==> config.mk <==
export PLATFORM = sky130hd
export DESIGN_NAME = mig_user_bridge
export DESIGN_NICKNAME = d
export VERILOG_FILES = /design/src/rtl/mig_user_bridge_pkg.sv /design/src/rtl/mig_user_bridge.sv
export SDC_FILE = /design/constraint.sdc
export NUM_CORES = 1
export LEC_CHECK = 0
export BUFFER_PORTS_ARGS = -buffer_cell sky130_fd_sc_hd__buf_2
export CORE_AREA = 5 5 242 244
export CTS_CLUSTER_SIZE = 28
export DETAILED_ROUTE_END_ITERATION = 16
export DIE_AREA = 0 0 247 249
export PLACE_DENSITY_LB_ADDON = 0.2
export SLEW_MARGIN = 10
export SYNTH_ARGS = -nofsm -noshare
export SYNTH_HDL_FRONTEND = slang
export SYNTH_SLANG_ARGS = --single-unit
==> constraint.sdc <==
create_clock -name clk_i -period 2.1 [get_ports clk_i]
set_input_delay 0.315 -clock clk_i [delete_from_list [all_inputs] [get_ports clk_i]]
set_output_delay 0.315 -clock clk_i [all_outputs]
set_load 0.1 [all_outputs]
==> src/rtl/mig_user_bridge_pkg.sv <==
// Shared constants and types for the cache-line to MIG user-interface bridge.
package mig_user_bridge_pkg;

    localparam int unsigned DEFAULT_DATA_WIDTH = 128;
    localparam int unsigned APP_ADDR_W         = 28;
    localparam int unsigned LINE_OFS_W         = 6;
    localparam int unsigned APP_CMD_W          = 3;

    localparam logic [APP_CMD_W-1:0] MIG_CMD_WRITE = 3'b000;
    localparam logic [APP_CMD_W-1:0] MIG_CMD_READ  = 3'b001;

    typedef enum logic [1:0] {
        ST_IDLE    = 2'd0,
        ST_CMD     = 2'd1,
        ST_RD_WAIT = 2'd2,
        ST_DONE    = 2'd3
    } state_e;

    typedef struct packed {
        logic [APP_CMD_W-1:0]  cmd;
        logic [APP_ADDR_W-1:0] addr;
    } app_cmd_t;

endpackage

==> src/rtl/mig_user_bridge.sv <==
// Single-outstanding cache-line bridge onto the MIG user interface.
// Command and write data handshakes complete independently; reads time out.
module mig_user_bridge
    import mig_user_bridge_pkg::*;
#(
    parameter int unsigned DATA_WIDTH = DEFAULT_DATA_WIDTH,
    parameter int unsigned TIMEOUT    = 1024
) (
    input  logic                    clk_i,
    input  logic                    rst_ni,
    input  logic                    req_i,
    input  logic                    we_i,
    input  logic [31:0]             addr_i,
    input  logic [DATA_WIDTH-1:0]   wdata_i,
    input  logic [DATA_WIDTH/8-1:0] be_i,
    output logic                    ready_o,
    output logic [DATA_WIDTH-1:0]   rdata_o,
    output logic                    done_o,
    output logic                    err_o,
    output logic                    app_en,
    output logic [27:0]             app_addr,
    output logic [2:0]              app_cmd,
    output logic [DATA_WIDTH-1:0]   app_wdf_data,
    output logic [DATA_WIDTH/8-1:0] app_wdf_mask,
    output logic                    app_wdf_wren,
    output logic                    app_wdf_end,
    input  logic                    app_rdy,
    input  logic                    app_wdf_rdy,
    input  logic [DATA_WIDTH-1:0]   app_rd_data,
    input  logic                    app_rd_data_valid,
    input  logic                    app_rd_data_end,
    output logic                    app_sr_req,
    output logic                    app_ref_req,
    output logic                    app_zq_req
);

    localparam int unsigned BE_W  = DATA_WIDTH / 8;
    localparam int unsigned CNT_W = (TIMEOUT > 1) ? $clog2(TIMEOUT) : 1;

    state_e                state_q, state_d;
    app_cmd_t              cmd_q, cmd_d;
    logic [DATA_WIDTH-1:0] wdata_q, wdata_d;
    logic [BE_W-1:0]       mask_q, mask_d;
    logic                  we_q, we_d;
    logic                  cmd_acc_q, cmd_acc_d;
    logic                  dat_acc_q, dat_acc_d;
    logic [CNT_W-1:0]      cnt_q, cnt_d;
    logic [DATA_WIDTH-1:0] rdata_q, rdata_d;
    logic                  ready_q, ready_d;
    logic                  done_q, done_d;
    logic                  err_q, err_d;
    logic                  app_en_q, app_en_d;
    logic                  wdf_wren_q, wdf_wren_d;

    // Line offset, bit 31 and the read-burst end marker carry no information here.
    logic unused_ok;
    assign unused_ok = ^{app_rd_data_end, addr_i[31], addr_i[LINE_OFS_W-1:0]};

    always_ff @(posedge clk_i or negedge rst_ni) begin
        if (!rst_ni) begin
            state_q    <= ST_IDLE;
            cmd_q      <= '0;
            wdata_q    <= '0;
            mask_q     <= '0;
            we_q       <= 1'b0;
            cmd_acc_q  <= 1'b0;
            dat_acc_q  <= 1'b0;
            cnt_q      <= '0;
            rdata_q    <= '0;
            ready_q    <= 1'b1;
            done_q     <= 1'b0;
            err_q      <= 1'b0;
            app_en_q   <= 1'b0;
            wdf_wren_q <= 1'b0;
        end else begin
            state_q    <= state_d;
            cmd_q      <= cmd_d;
            wdata_q    <= wdata_d;
            mask_q     <= mask_d;
            we_q       <= we_d;
            cmd_acc_q  <= cmd_acc_d;
            dat_acc_q  <= dat_acc_d;
            cnt_q      <= cnt_d;
            rdata_q    <= rdata_d;
            ready_q    <= ready_d;
            done_q     <= done_d;
            err_q      <= err_d;
            app_en_q   <= app_en_d;
            wdf_wren_q <= wdf_wren_d;
        end
    end

    always_comb begin
        state_d   = state_q;
        cmd_d     = cmd_q;
        wdata_d   = wdata_q;
        mask_d    = mask_q;
        we_d      = we_q;
        cmd_acc_d = cmd_acc_q;
        dat_acc_d = dat_acc_q;
        cnt_d     = cnt_q;
        rdata_d   = rdata_q;
        err_d     = 1'b0;

        case (state_q)
            ST_IDLE: begin
                if (req_i) begin
                    we_d       = we_i;
                    cmd_d.cmd  = we_i ? MIG_CMD_WRITE : MIG_CMD_READ;
                    cmd_d.addr = {addr_i[30:LINE_OFS_W], 3'b000};
                    wdata_d    = wdata_i;
                    mask_d     = ~be_i;
                    cmd_acc_d  = 1'b0;
                    // Reads have no data phase, so that flag starts satisfied.
                    dat_acc_d  = ~we_i;
                    state_d    = ST_CMD;
                end
            end
            ST_CMD: begin
                if (app_en_q && app_rdy) begin
                    cmd_acc_d = 1'b1;
                end
                if (wdf_wren_q && app_wdf_rdy) begin
                    dat_acc_d = 1'b1;
                end
                if (cmd_acc_d && dat_acc_d) begin
                    state_d = we_q ? ST_DONE : ST_RD_WAIT;
                    cnt_d   = '0;
                end
            end
            ST_RD_WAIT: begin
                // Valid beats a coincident timeout.
                if (app_rd_data_valid) begin
                    rdata_d = app_rd_data;
                    state_d = ST_DONE;
                end else if (cnt_q == CNT_W'(TIMEOUT - 1)) begin
                    err_d   = 1'b1;
                    state_d = ST_DONE;
                end else begin
                    cnt_d = cnt_q + CNT_W'(1);
                end
            end
            ST_DONE: begin
                state_d = ST_IDLE;
            end
            default: begin
                state_d = ST_IDLE;
            end
        endcase

        // Outputs are registered from the next state so nothing is combinational.
        ready_d    = (state_d == ST_IDLE);
        done_d     = (state_d == ST_DONE);
        app_en_d   = (state_d == ST_CMD) && !cmd_acc_d;
        wdf_wren_d = (state_d == ST_CMD) && !dat_acc_d;
    end

    assign ready_o      = ready_q;
    assign rdata_o      = rdata_q;
    assign done_o       = done_q;
    assign err_o        = err_q;
    assign app_en       = app_en_q;
    assign app_addr     = cmd_q.addr;
    assign app_cmd      = cmd_q.cmd;
    assign app_wdf_data = wdata_q;
    assign app_wdf_mask = mask_q;
    assign app_wdf_wren = wdf_wren_q;
    assign app_wdf_end  = wdf_wren_q;
    assign app_sr_req   = 1'b0;
    assign app_ref_req  = 1'b0;
    assign app_zq_req   = 1'b0;

endmodule

* After elaboration in Yosys (flattened, before gate mapping) *
Index checks and enable logic that the tools add are counted.
Widths: inputs -> output; s select.

word-level totals
  register bits = 320
  bits of input ports = 312

operators by class
  bitwise logic cells = 2
  equality and inequality tests = 9
  muxes and demuxes = 22
  add/subtract/negate cells = 1
  reduce and logical (&&, ||, !) cells = 13

operators with widths
  operator               number
  $mux 10                3
  $pmux 10 s2            1
  $not 16->16            1
  $mux 1                 11
  $add 10x1->10 const B  1
  $eq 10x10->1 const B   1
  $mux 2                 4
  $pmux 2 s4             1
  $eq 2x2->1 const B     3
  $ne 2x2->1 const B     3
  $logic_and 1x1->1      5
  $eq 2x1->1 const B     2
  $logic_not 2->1        2
  $pmux 1 s2             2
  $reduce_and 2->1       2
  $reduce_and 4->1       1
  $logic_not 1->1        2
  $reduce_bool 2->1      1
  $not 1->1              1

* Logic depth before layout (Yosys ltp) *
  word-level depth = 8
  mapped depth = 7
  mapped depth without buffers = 5

* Worst setup path after synthesis *
No wires, ideal clock.

  kind = flip-flop to flip-flop
  start = register wdf_wren_q, in the netlist app_wdf_end
  end = register cnt_q[5]
  path buffers = 0
  arrival = 1.901 ns
  cell stages (with the launch flop) = 5
  clock period less this slack = 1.967 ns
  path slack = 0.133 ns
  cells stage by stage = dfrtp_1 -> a21oi_1 -> and4bb_1 -> or4_1 -> nand2_1

between the ends
  word-level cells in the longest chain between the ends = 6

RTL lines
  what                        line                    text
  start: declaration          mig_user_bridge.sv:53   logic wdf_wren_q, wdf_wren_d;
  start signal: assignment    mig_user_bridge.sv:89   wdf_wren_q <= wdf_wren_d;
  $logic_and 1x1->1           mig_user_bridge.sv:123  if (wdf_wren_q && app_wdf_rdy) begin
  $mux 1                      mig_user_bridge.sv:123
  $mux 1                      mig_user_bridge.sv:105  case (state_q)
  $logic_and 1x1->1           mig_user_bridge.sv:126  if (cmd_acc_d && dat_acc_d) begin
  $ne 2x2->1 (no line)        -
  $reduce_and 4->1 (no line)  -
  end signal: assignment      mig_user_bridge.sv:83   cnt_q <= cnt_d;
  end: declaration            mig_user_bridge.sv:47   logic [CNT_W-1:0] cnt_q, cnt_d;

No other way between the ends. The select of a mux whose other input is x is not followed.
A chain may end at the register's enable or synchronous reset.

* Worst setup path in the final report *
  start = register state_q[1]
  end = register wdata_q[53], in the netlist app_wdf_data[53]

between the ends
  word-level cells in the longest chain between the ends = 2

RTL lines
  what                        line                    text
  start: declaration          mig_user_bridge.sv:40   state_e state_q, state_d;
  start signal: assignment    mig_user_bridge.sv:76   state_q <= state_d;
  $logic_not 2->1             mig_user_bridge.sv:105
  $reduce_and 2->1 (no line)  -
  end signal: assignment      mig_user_bridge.sv:78   wdata_q <= wdata_d;
  end: declaration            mig_user_bridge.sv:42   logic [DATA_WIDTH-1:0] wdata_q, wdata_d;

No other way between the ends.

==> results.sh <==
export IMPL_status="finished, final reports clean"
export IMPL_finalCritPeriodShare=0.859
export IMPL_die_h_um=249
export IMPL_hold_buffers=289
export IMPL_nets=2006
export IMPL_async_flop_share=1.00
export IMPL_htreeDepth=2
export IMPL_ff2ff_setup_slack_ns=0.30
export IMPL_ys_seq_elements=318
export IMPL_ys_seq_area_frac=0.635
export IMPL_r2r_worst_path_cells=5
export IMPL_cts_resized=0
export IMPL_grt_max_degree=56
export IMPL_drive_gt1_frac=0.509
export IMPL_track_usage=0.133
export IMPL_cts_root_buf="clkbuf_16"
export IMPL_path_max_fanout=34
export IMPL_grt_pass1_vias=11000
export IMPL_io_pins=624
export IMPL_r2r_end="app_wdf_data[53]"
export IMPL_cts_buffers_inserted=39
export IMPL_min_period_ns=1.80
export IMPL_hold_violations=0
export IMPL_ys_warn_count=0
export IMPL_cp_data_arrival_time_ns=2.22
export IMPL_avgRoutedWirePerCell_um=17.2
export IMPL_final_common_cell="buf_2"
export IMPL_layout_common_cells="buf_2 (606), dfrtp_1 (317), dlygate4sd3_1 (289), mux2_1 (120), mux2_4 (86)"
export IMPL_fin_skew_ns=0.0158
export IMPL_vias=9739
export IMPL_drv_slew=0
export IMPL_hold_path_class="primary input to flop"
export IMPL_critPathLaunchType="flop"
export IMPL_drc_errors=0
export IMPL_drt_total_wl_um=42500
export IMPL_path_class="flop to flop"
export IMPL_place_congestion=0.776
export IMPL_max_freq_ghz=0.554
export IMPL_synth_cells=760
export IMPL_first_iter_violations=268
export IMPL_globalRoute_totalOverflow=0
export IMPL_cts_sinks=318
export IMPL_die_w_um=247
export IMPL_antenna_found_initial=2
export IMPL_cts_tree="yes"
export IMPL_fillerInstances=5422
export IMPL_postRouteAntennaNets=0
export IMPL_start_util=0.223
export IMPL_setup_tns_ns=0
export IMPL_synth_edf_count=0
export IMPL_worstSetupStartpoint="state_q[1]"
export IMPL_core_area_um2=56100
export IMPL_insertion_delay_ns=0.54
export IMPL_cts_clk_slew_worst_paths_ns=0.05
export IMPL_setup_viol=0
export IMPL_cts_setup_buffers=0
export IMPL_worstSetupEndpoint="app_wdf_data[53]"
export IMPL_ys_types=47
export IMPL_rsz0062_at_grt="no"
export IMPL_r2r_start="state_q[1]"
export IMPL_ys_flop_type="dfrtp_1"
export IMPL_firstDrtPassIters=4
export IMPL_synthesis_area_um2=12500
export IMPL_die_area_um2=61500
export IMPL_worstMarginPinSlew_ns=0.554
export IMPL_post_dp_hpwl_um=31300
export IMPL_clock_path_buffers=3
export IMPL_cap_violations=0
export IMPL_syn_to_final_growth_pct=65.3
export IMPL_max_slew_margin=0.633
export IMPL_grt_pass1_wl_um=64900
export IMPL_cp_end_kind="flop"
export IMPL_num_rows=87
export IMPL_avgSynthCellArea_um2=16.5
export IMPL_io_buffers=607
export IMPL_viasPerCell=3.94
export IMPL_hp_start="app_rd_data[25]"
export IMPL_cp_required_ns=2.51
registers in the layout, indices dropped and copies added (netlist names), 2 cells and up:
signal,flops
app_wdf_data,128
rdata_o,128
app_addr,25
app_wdf_mask,16
cnt_q,10
state_q,2
worst min-delay path by stage:
| stage | cells after the start | end | slack, ns |
|---|---|---|---|
| floorplan | 0 | app_addr[10] | 0.02 |
| global placement | 1 | rdata_o[103] | 0.29 |
| detailed placement | 1 | rdata_o[35] | 0.29 |
| CTS | 2 | rdata_o[25] | 0.003 |
| global route | 2 | rdata_o[36] | 0.01 |
| finish | 2 | rdata_o[25] | 0.04 |
cell type report:
| type | count | area (µm²) | area share |
|---|---|---|---|
| well taps | 756 | 946 | 0.0457 |
| repair buffers | 932 | 6370 | 0.308 |
| multi-input cells | 399 | 4190 | 0.202 |
| inverters | 3 | 11.3 | 0.000544 |
| clock buffers | 56 | 1130 | 0.0546 |
| diodes | 2 | 5.00 | 0.000242 |
| flip-flops and latches | 318 | 7960 | 0.384 |
| clock inverters | 6 | 88.8 | 0.00429 |
stage by stage:
stage,cell area (µm²),worst slack [ns],hold slack [ns],utilization,instances
after global routing,20700,0.191,0.0115,0.369,2472
final,20700,0.296,0.0384,0.369,2472
after floorplan,12600,0.133,0.0194,-,767
after detailed placement,16600,0.312,0.288,0.296,2119
after CTS,20700,0.268,0.00285,0.369,2470
after global placement,16600,0.328,0.288,0.296,2119
worst max-delay path, stage by stage (launching register included):
cell	delay, ns
dfrtp_1	0.46
nand2b_1	0.19
or2_4	0.25
buf_12	0.17
buf_12	0.23
mux2_4	0.32
synthesized netlist by cell type (2+ instances only):
cell type	count	area share
a21oi_1	5	0.0020
a22o_1	2	0.0014
a31oi_1	4	0.0020
buf_2	10	0.0040
buf_4	11	0.0066
buf_6	23	0.021
clkbuf_1	3	0.00090
dfrtp_1	317	0.63
inv_1	2	0.00060
mux2_1	120	0.11
mux2_2	77	0.069
mux2_4	86	0.10
nand2_1	29	0.0087
nand2b_1	3	0.0015
nand3_1	3	0.0012
nor2_1	5	0.0015
nor3_1	2	0.00080
nor4_1	2	0.0010
o211ai_1	4	0.0024
o21ai_0	22	0.0088
o31ai_1	2	0.0012
or2_1	2	0.0010
or4_1	2	0.0012
metal layers:
| layer | up-vias | wire [µm] | global-route usage |
|---|---|---|---|
| li1 | 4531 | - | - |
| met1 | 4690 | 15900 | 0.147 |
| met2 | 439 | 21300 | 0.239 |
| met3 | 79 | 3920 | 0.0466 |
| met4 | 0 | 1400 | 0.0446 |
| met5 | - | 0 | 0 |
logic make-up after synthesis:
kind of cell	count (synthesis)	share of synthesized area
AO/OA/AOI/OAI	44	0.0213
adder cells (fa/ha/maj)	1	0.000999
other	1	0.000299
AND/OR/NAND/NOR	63	0.0287
multiplexers	283	0.280
buffers and inverters	50	0.0331
flip-flops	318	0.635
Power is left out: the tool's default activity adds up to more than one toggle a clock period on the data nets, which glitch-free logic cannot reach.
